### src/rtl/encoder_arbiter.sv
// Four-requester round-robin arbiter with one-hot and encoded grant outputs.
// A grant is held until done, request withdrawal, or the MAX_HOLD cycle limit.
module encoder_arbiter #(
  parameter int MAX_HOLD = 8
) (
  input  logic       clk,
  input  logic       rst,
  input  logic [3:0] req,
  input  logic       done,
  output logic [3:0] grant,
  output logic [1:0] num,
  output logic       busy,
  output logic       timeout
);

  typedef enum logic {
    ST_IDLE  = 1'b0,
    ST_GRANT = 1'b1
  } state_t;

  localparam logic [7:0] HOLD_LAST = 8'(MAX_HOLD - 1);

  state_t     state_q, state_d;
  logic [3:0] grant_q, grant_d;
  logic [1:0] num_q, num_d;
  logic       busy_q, busy_d;
  logic       timeout_q, timeout_d;
  logic [1:0] ptr_q, ptr_d;
  logic [7:0] cnt_q, cnt_d;

  // Requests rotated so that bit 0 is the requester the pointer favours.
  logic [3:0] rot_req;
  logic [1:0] win_off;
  logic [1:0] win;
  logic       rel_c;

  genvar gi;
  generate
    for (gi = 0; gi < 4; gi++) begin : g_rot
      assign rot_req[gi] = req[ptr_q + 2'(gi)];
    end
  endgenerate

  always_comb begin
    win_off = 2'd0;
    casez (rot_req)
      4'b???1: win_off = 2'd0;
      4'b??10: win_off = 2'd1;
      4'b?100: win_off = 2'd2;
      4'b1000: win_off = 2'd3;
      default: win_off = 2'd0;
    endcase
    win = ptr_q + win_off;
  end

  always_comb begin
    state_d   = state_q;
    grant_d   = grant_q;
    num_d     = num_q;
    busy_d    = busy_q;
    timeout_d = 1'b0;
    ptr_d     = ptr_q;
    cnt_d     = cnt_q;
    rel_c     = 1'b0;

    case (state_q)
      ST_IDLE: begin
        if (|req) begin
          state_d = ST_GRANT;
          grant_d = 4'b0001 << win;
          num_d   = win;
          busy_d  = 1'b1;
          cnt_d   = 8'd0;
        end
      end
      ST_GRANT: begin
        // done outranks the hold limit, so a coincident done never flags timeout.
        if (done) begin
          rel_c = 1'b1;
        end else if (!req[num_q]) begin
          rel_c = 1'b1;
        end else if (cnt_q == HOLD_LAST) begin
          rel_c     = 1'b1;
          timeout_d = 1'b1;
        end else begin
          cnt_d = cnt_q + 8'd1;
        end
        if (rel_c) begin
          state_d = ST_IDLE;
          grant_d = 4'b0000;
          busy_d  = 1'b0;
          cnt_d   = 8'd0;
          ptr_d   = num_q + 2'd1;
        end
      end
      default: begin
        state_d = ST_IDLE;
        grant_d = 4'b0000;
        busy_d  = 1'b0;
      end
    endcase
  end

  always_ff @(posedge clk) begin
    if (rst) begin
      state_q   <= ST_IDLE;
      grant_q   <= 4'b0000;
      num_q     <= 2'd0;
      busy_q    <= 1'b0;
      timeout_q <= 1'b0;
      ptr_q     <= 2'd0;
      cnt_q     <= 8'd0;
    end else begin
      state_q   <= state_d;
      grant_q   <= grant_d;
      num_q     <= num_d;
      busy_q    <= busy_d;
      timeout_q <= timeout_d;
      ptr_q     <= ptr_d;
      cnt_q     <= cnt_d;
    end
  end

  assign grant   = grant_q;
  assign num     = num_q;
  assign busy    = busy_q;
  assign timeout = timeout_q;

endmodule

### config.mk
export PLATFORM = sky130hd
export DESIGN_NAME = encoder_arbiter
export DESIGN_NICKNAME = d
export VERILOG_FILES = /design/src/rtl/encoder_arbiter.sv
export SDC_FILE = /design/constraint.sdc
export NUM_CORES = 1
export LEC_CHECK = 0
export ABC_AREA = 1
export BUFFER_PORTS_ARGS = -buffer_cell sky130_fd_sc_hd__buf_4
export CAP_MARGIN = 20
export CORE_MARGIN = 3
export CORE_UTILIZATION = 60
export CTS_CLUSTER_SIZE = 20
export DETAILED_ROUTE_END_ITERATION = 6
export MAX_ROUTING_LAYER = met4
export PLACE_DENSITY = 0.87
export SLEW_MARGIN = 20
export SYNTH_ARGS = -nofsm -noshare
export SYNTH_HDL_FRONTEND = slang
export SYNTH_SLANG_ARGS = --single-unit
### constraint.sdc
create_clock -name clk -period 4.7 [get_ports clk]
set_input_delay 0.47 -clock clk [delete_from_list [all_inputs] [get_ports clk]]
set_output_delay 0.47 -clock clk [all_outputs]
set_load 0.01 [all_outputs]
== Yosys cells after proc, flatten, opt, wreduce, memory -nomap -nowiden ==
Cells that the tools add are included.
W data, S select, Z words.

* Register bits: 19
* Input port bits: 7
* Logic and storage cells: 66

* $add $sub $neg: 6
* Order comparisons: 5
* Eq/ne operators: 9
* Shifts and indexed selects: 1
* Muxes and demuxes: 30
* Bitwise gates (word level): 2
* Reductions and logical operators: 6

{| class="wikitable"
|+ Operator list
! kind !! number
|-
| $mux W8 || 5
|-
| $pmux W8 S2 || 1
|-
| $lt A2 B3 Y1 const B || 5
|-
| $mux W1 || 13
|-
| $bmux W1 S2 || 5
|-
| $add A8 B1 Y8 const B || 1
|-
| $eq A8 B3 Y1 const B || 1
|-
| $mux W4 || 2
|-
| $pmux W4 S2 || 1
|-
| $reduce_or A4 Y1 || 2
|-
| $ne A3 B2 Y1 const B || 2
|-
| $pmux W2 S3 || 1
|-
| $reduce_and A2 Y1 || 3
|-
| $add A2 B1 Y2 const B || 2
|-
| $add A2 B2 Y2 const B || 2
|-
| $eq A4 B4 Y1 const B || 1
|-
| $pmux W1 S2 || 2
|-
| $reduce_and A4 Y1 || 1
|-
| $shl A1 B2 Y4 const A || 1
|-
| $eq A3 B3 Y1 const B || 1
|-
| $ne A3 B1 Y1 const B || 1
|-
| $add A2 B2 Y2 || 1
|-
| $eq A2 B2 Y1 const B || 1
|-
| $ne A2 B1 Y1 const B || 1
|-
| 2 further kinds || 3
|}

== Longest topological paths before layout ==
Gate-level depths: netlist of run 1.

* Word-level depth: 9
* Depth in mapped cells: 15

== Worst setup path before layout of run 1 ==
Ideal clock, no wire load.

* Path kind: input to register
* Start point: input port req[1]
* End point: register num_q[1] (netlist: num[1])
* Library setup time: 113 ps
* Data arrival time: 1680 ps
* Data required time: 4587 ps
* Path slack: 2907 ps
* Cell stages on the path: 14
* Cells stage by stage: inv_1 > nand2_1 > nand2_1 > nand2_1 > nand2_2 > a31oi_1 > nor2_1 > ha_1 > xor2_1 > inv_1 > nand3_2 > nand2_2 > o21ai_1 > inv_1

* Longest elaborated chain between the ends: 5

{| class="wikitable"
|+ RTL lines
! item !! RTL line !! source
|-
| start: declaration || 8 || <nowiki>input logic [3:0] req,</nowiki>
|-
| $bmux W1 S2 || 40 || <nowiki>assign rot_req[gi] = req[ptr_q + 2'(gi)];</nowiki>
|-
| $mux W1 (not written as such) || 40 ||
|-
| $eq A4 B4 Y1 (tied with other cells) || 46 || <nowiki>casez (rot_req)</nowiki>
|-
| $pmux W2 S3 || 46 ||
|-
| $add A2 B2 Y2 || 53 || <nowiki>win = ptr_q + win_off;</nowiki>
|-
| end signal: assignment || 116 || <nowiki>num_q <= num_d;</nowiki>
|-
| end: declaration || 25 || <nowiki>logic [1:0] num_q, num_d;</nowiki>
|}

Parallel ways exist; a longest one is shown, timed or not. The select of a mux whose other input is x is not followed.
A chain may end at the register's enable or synchronous reset.

== Final worst setup path of run 1 ==
* Start point: register ptr_q[0]
* End point: register num_q[1] (netlist: num[1])

* Longest elaborated chain between the ends: 6

{| class="wikitable"
|+ RTL lines
! item !! RTL line !! source
|-
| start: declaration || 28 || <nowiki>logic [1:0] ptr_q, ptr_d;</nowiki>
|-
| start signal: assignment || 119 || <nowiki>ptr_q <= ptr_d;</nowiki>
|-
| $add A2 B1 Y2 or $add A2 B2 Y2 (tied branches) || 40 ||
|-
| $bmux W1 S2 || 40 ||
|-
| $mux W1 (not written as such) || 40 ||
|-
| $eq A4 B4 Y1 (tied with other cells) || 46 ||
|-
| $pmux W2 S3 || 46 ||
|-
| $add A2 B2 Y2 (*) || 53 ||
|}

Mark *: on every way between the ends. The rest lies on a longest branch, timed or not. The select of a mux whose other input is x is not followed.

==> results of run 1 <==
-- worst register-to-register path: cells and delay by family (launching register included) --
family                   cells  cell delay, ns
flip-flops                   1            0.65
AND/OR/NAND/NOR              7            0.53
AO/OA/AOI/OAI                2            0.28
buffers and inverters        3            0.20
XOR/XNOR                     1            0.20
adder cells (fa/ha/maj)      1            0.18
-- synth_stat cells (all sizes together) --
| library cell | count |
|---|---|
| nand2 | 63 |
| inv | 22 |
| dfxtp | 19 |
| a21oi | 18 |
| nand3 | 15 |
| nor2 | 8 |
| o21ai | 8 |
| xor2 | 3 |
| buf | 2 |
| ha | 2 |
| nand4 | 2 |
| a211oi | 1 |
| a31oi | 1 |
| and3 | 1 |
| dlygate4sd1 | 1 |
| nand3b | 1 |
| nor3 | 1 |
| o211ai | 1 |
| o21a | 1 |
-- power breakdown --
part	leakage, nW	switching, mW	internal, mW
combinational	0.421	0.0855	0.0566
clock	0.0177	0.0550	0.0318
sequential	0.155	0.0181	0.175
-- cells in the final DEF, fill, tap and decap left out --
| cell | count |
|---|---|
| nor2_1 | 6 |
| nand4_2 | 1 |
| inv_8 | 1 |
| nor2_4 | 1 |
| nand4_1 | 1 |
| dfxtp_1 | 19 |
| inv_2 | 5 |
| a211oi_1 | 1 |
| buf_4 | 14 |
| nand2_2 | 11 |
| o21a_1 | 1 |
| nand3_1 | 14 |
| clkinv_2 | 1 |
| nand3_2 | 1 |
| o21ai_0 | 6 |
| a31oi_1 | 1 |
| a21oi_2 | 2 |
| a21oi_1 | 16 |
| ha_1 | 2 |
| nand2_4 | 1 |
| nor2_2 | 1 |
| and3_1 | 1 |
| xor2_1 | 3 |
| o21ai_1 | 2 |
| clkbuf_4 | 3 |
| inv_1 | 16 |
| nand2_1 | 51 |
| nand3b_1 | 1 |
| nor3_1 | 1 |
| o211ai_1 | 1 |
-- sequential cells by signal, summed over array words and instances, names as in the netlist --
name,cells
cnt_q,8
grant,4
num,2
ptr_q,2
busy,1
state_q,1
timeout,1
-- kinds of logic (layout without fill, tap and decap cells) --
family          Yosys count  after routing  share of synthesized area
fa+ha+maj                 2              2                     0.0218
buf+inv                  25             40                      0.106
xor+xnor                  3              3                     0.0229
flops                    19             19                      0.331
compound gates           30             30                      0.145
simple gates             91             91                      0.374
-- worst paths after layout --
check                                      startpoint               endpoint  slack, ns
worst max-delay path            ptr_q[0]$_SDFFE_PP0P_    num[1]$_SDFFE_PP0P_       2.59
worst min-delay path                              rst  grant[3]$_SDFFE_PP0P_       0.44
worst max register to register  ptr_q[0]$_SDFFE_PP0P_    num[1]$_SDFFE_PP0P_       2.59
worst min register to register  grant[0]$_SDFFE_PP0P_  grant[0]$_SDFFE_PP0P_       0.48
-- layer usage --
metal,vias up,wire length (um),track usage
li1,578,-,-
met1,499,1110,0.275
met3,4,130,0.0514
met2,32,1110,0.361
met5,-,0,-
met4,0,35,0.101
-- final cells by class --
type / instances / area share
tap: 25 / 0.0244
timing repair buffer: 14 / 0.0820
sequential: 19 / 0.297
multi-input combinational: 126 / 0.505
clock inverter: 1 / 0.00391
clock buffer: 3 / 0.0176
inverter: 22 / 0.0703
-- per-stage QoR --
step	util	cells
after floorplan	-	170
after global placement	0.711	206
after detailed placement	0.711	206
after CTS	0.726	210
after global routing	0.726	210
final	0.726	210
==> results.json, run 1 <==
{
  "status": "complete, no violations",
  "crit_path_cell_trace": "inv_8 -> nand2_1 -> nand2_2 -> nand2_2 -> nand2_2 -> a31oi_1 -> nor2_1 -> ha_1 -> xor2_1 -> inv_1 -> nand3_2 -> nand2_2 -> o21ai_1 -> inv_1",
  "syn_area_per_cell_um2": 6.76,
  "ant_nets": 0,
  "io_pins": 15,
  "final_area_mm2": 0.00128,
  "ys_types": 29,
  "multi_input_area_um2": 647,
  "nets": 195,
  "syn_nets": 179,
  "synth_top_cell_area_share": 0.331,
  "worst_pin_slew_ns": 0.493,
  "max_cap_violations": 0,
  "critPathBufInv": 3,
  "clk_pin_slew_worst_paths_ns": 0.11,
  "drive_gt1_frac": 0.227,
  "syn_to_final_growth_pct": 11.5,
  "vias": 1113,
  "drc": 0,
  "diodes": 0,
  "cp.depth": 14,
  "ys_seq_area_frac": 0.331,
  "die_h_um": 49.8,
  "wl_per_cell_um": 11.4,
  "seq_area_um2": 380,
  "cts_tree": "built",
  "critPathMaxFanout": 10,
  "period_minus_slack_ns": 2.11,
  "pre_cts_ws_ns": 2.63,
  "hold_depth": 2,
  "synth_area_leaders": "dfxtp_1, nand2_1, a21oi_1",
  "path_common_cell": "nand2_2",
  "die_w_um": 49.8,
  "drt-total-wl_um": 2390,
  "clock_path_buffers": 2,
  "placed_cell_area_mm2": 0.00125,
  "first_pass_iters": 4,
  "io_buffers": 14,
  "fillers": 162,
  "dieArea_mm2": 0.00248,
  "yosysWarnings": 0,
  "gp_congestion": 0.912,
  "cp-end-kind": "register",
  "core-area_mm2": 0.00176,
  "cp_data_required_time_ns": 4.92,
  "slew_headroom": 0.671,
  "rsz0062_at_grt": "false",
  "syn_area_mm2": 0.00115,
  "max_freq_mhz": 473,
  "peakVddDrop_mv": 0.248,
  "grt_pass1_vias": 1033,
  "hpwlAfterDp_um": 1870,
  "power_mw": 0.422,
  "clock_skew_ns": 0.00254,
  "start_util": 0.651,
  "hold_ws_ns": 0.442,
  "synthCells": 170,
  "hp-class": "input pin to register",
  "cts-root-buf": "clkbuf_4",
  "cts_made_buffers": 3,
  "rows": 15,
  "power.leakage_nw": 0.594,
  "pwr_density_cell_mw_per_mm2": 330,
  "yosys.area.top_type": "dfxtp_1",
  "fin_ws_ns": 2.59,
  "drt-initial-drc-count": 25,
  "critPathMaxStageDelay_ns": 0.65,
  "post_cts_buffers": 0,
  "hold_viol_final": 0,
  "fin_crit_sh": 0.450,
  "path_class": "register to register",
  "cts_hold_buf": 0,
  "grt_pass1_wl_um": 4320,
  "via_per_inst": 5.30,
  "drv_slew": 0,
  "setup_viol": 0,
  "critPathLaunchType": "register",
  "track_usage": 0.228,
  "clk_latency_ns": 0.31,
  "setup_tns_ns": 0,
  "crit_family": "flip-flops",
  "ys_seq_elements": 19,
  "grt_max_degree": 18,
  "numClockSinks": 19,
  "htree_levels": 1,
  "arrival_ns": 2.33,
  "crit_slowest_cell": "dfxtp_1",
  "ctsResizeCount": 0,
  "reg2reg_depth": 14,
  "antenna_found_initial": 0,
  "grt-ovfl-total": 0
}
(Power assumes the default switching activity.)
==> inputs of run 2 (changes only) <==
--- a/config.mk
+++ b/config.mk
@@ -9,11 +9,11 @@
 export BUFFER_PORTS_ARGS = -buffer_cell sky130_fd_sc_hd__buf_4
 export CAP_MARGIN = 20
 export CORE_MARGIN = 3
-export CORE_UTILIZATION = 60
+export CORE_UTILIZATION = 56
 export CTS_CLUSTER_SIZE = 20
 export DETAILED_ROUTE_END_ITERATION = 6
 export MAX_ROUTING_LAYER = met4
-export PLACE_DENSITY = 0.87
+export PLACE_DENSITY = 0.83
 export SLEW_MARGIN = 20
 export SYNTH_ARGS = -nofsm -noshare
 export SYNTH_HDL_FRONTEND = slang
==> constraint.sdc (replaced) <==
create_clock -name clk -period 2.2 [get_ports clk]
set_input_delay 0.22 -clock clk [delete_from_list [all_inputs] [get_ports clk]]
set_output_delay 0.22 -clock clk [all_outputs]
set_load 0.01 [all_outputs]
==> results.json, run 2 (synthesis gave the netlist of run 1 again) <==
{
  "critPathMaxFanout": 6,
  "wl_per_cell_um": 11.8,
  "slew_headroom": 0.755,
  "grt_max_degree": 18,
  "period_minus_slack_ns": 1.95,
  "rsz0062_at_grt": "false",
  "setup_tns_ns": 0,
  "start_util": 0.631,
  "final_common_cell": "nand2_1",
  "die_h_um": 51.3,
  "hpwlAfterDp_um": 1890,
  "critPathMaxStageDelay_ns": 0.46,
  "clk_pin_slew_worst_paths_ns": 0.10,
  "peakVddDrop_mv": 0.492,
  "pwr-share-comb": 0.343,
  "final_area_mm2": 0.00128,
  "drc": 0,
  "p_clk_frac": 0.193,
  "hold_ws_ns": 0.218,
  "io_pins": 15,
  "clock_skew_ns": 0.00425,
  "critPathBufInv": 3,
  "track_usage": 0.210,
  "path_class": "register to register",
  "drt-total-wl_um": 2480,
  "max_freq_mhz": 513,
  "io_buffers": 14,
  "diodes": 0,
  "seq_power_share": 0.464,
  "power.leakage_nw": 0.591,
  "pwr_density_cell_mw_per_mm2": 698,
  "fin_util": 0.704,
  "reg2reg_from": "ptr_q[1]$_SDFFE_PP0P_",
  "dieArea_mm2": 0.00263,
  "crit_path_cell_trace": "inv_2 -> nand2_1 -> nand2_2 -> nand2_2 -> nand2_2 -> a31oi_1 -> nor2_1 -> ha_1 -> xor2_1 -> inv_1 -> nand3_2 -> nand2_2 -> o21ai_1 -> inv_1",
  "power.switching_mw": 0.327,
  "cts-root-buf": "clkbuf_4",
  "path_common_cell": "nand2_2",
  "grt-ovfl-total": 0,
  "final_cell_mix": "nand2_1, dfxtp_1, inv_1, a21oi_1",
  "cp_data_required_time_ns": 2.40,
  "antenna_found_initial": 0,
  "drv_slew": 0,
  "largest_reg_flops": 8,
  "power_mw": 0.894,
  "grt_pass1_vias": 1046,
  "hold_path.startpoint": "rst",
  "arrival_ns": 2.15,
  "rrSetupSlack_ns": 0.25,
  "critPathLaunchType": "register",
  "cts_tree": "built",
  "first_pass_iters": 4,
  "crit_path_start": "ptr_q[1]$_SDFFE_PP0P_",
  "setup_viol": 0,
  "power.internal_mw": 0.567,
  "crit_family": "simple AND/OR/NAND/NOR gates",
  "drive_gt1_frac": 0.227,
  "fillers": 157,
  "fin_crit_sh": 0.887,
  "syn_to_final_growth_pct": 11.5,
  "cts_made_buffers": 3,
  "ant_nets": 0,
  "clock_path_buffers": 2,
  "htree_levels": 1,
  "cp-end-kind": "register",
  "via_per_inst": 5.32,
  "numClockSinks": 19,
  "grt_pass1_wl_um": 4250,
  "crit_slowest_cell": "dfxtp_1",
  "drt-initial-drc-count": 37,
  "status": "complete, no violations",
  "gp_congestion": 0.821,
  "clk_latency_ns": 0.29,
  "hold_viol_final": 0,
  "vias": 1118,
  "nets": 195,
  "p_sw_frac": 0.366,
  "placed_cell_area_mm2": 0.00125,
  "max_cap_violations": 0,
  "worst_pin_slew_ns": 0.367,
  "top_register": "cnt_q",
  "hp-class": "input pin to register",
  "rows": 15,
  "core-area_mm2": 0.00182,
  "die_w_um": 51.3,
  "post_cts_buffers": 0
}
==> run 2: changes by cell type in the layout (fill, tap and decap cells not counted) <==
cell | before | now
dfxtp_2 | 0 | 1
dfxtp_1 | 19 | 18
clkbuf_1 | 0 | 1
clkinv_2 | 1 | 0
==> run 2: final timing paths <==
check | to | cells after the start
worst max register to register | num[1]$_SDFFE_PP0P_ | 14
worst min-delay path | grant[2]$_SDFFE_PP0P_ | 2
worst min register to register | grant[0]$_SDFFE_PP0P_ | 2
worst max-delay path | num[1]$_SDFFE_PP0P_ | 14
==> run 2: area by class of cell <==
cell class / count / area [um2] / area share
multi-input cells: 126 / 647 / 0.505
clock buffers: 4 / 26.3 / 0.0205
well taps: 25 / 31.3 / 0.0244
inverters: 22 / 90.1 / 0.0703
repair buffers: 14 / 105 / 0.0820
flip-flops and latches: 19 / 382 / 0.298
==> run 2: routing by layer <==
| metal | up-vias | global-route usage | wire (um) |
|---|---|---|---|
| met5 | - | - | 0 |
| met4 | 0 | 0.0306 | 6 |
| met3 | 2 | 0.0466 | 114 |
| met2 | 28 | 0.341 | 1160 |
| met1 | 510 | 0.276 | 1200 |
| li1 | 578 | - | - |
==> run 2: power groups by stage <==
| stage | clock, mW | sequential (mW) | combinational (mW) |
|---|---|---|---|
| 2_1_floorplan | 0 | 0.418 | 0.224 |
| 3_3_place_gp | 0 | 0.419 | 0.292 |
| 3_5_place_dp | 0 | 0.421 | 0.302 |
| 4_1_cts | 0.177 | 0.414 | 0.304 |
| 5_1_grt | 0.182 | 0.420 | 0.341 |
| 6_report | 0.173 | 0.415 | 0.306 |
==> run 2: through the flow <==
stage | cells | setup slack, ns
finish | 210 | 0.249
CTS | 210 | 0.120
global route | 210 | 0.0182
global placement | 206 | 0.243
floorplan | 170 | 0.437
detailed placement | 206 | 0.150
==> run 2: timing repair <==
action                                  4_1_cts  5_1_grt
resized for setup                             0        1
hold buffers                                  0        0
endpoints found under the setup margin        0        5
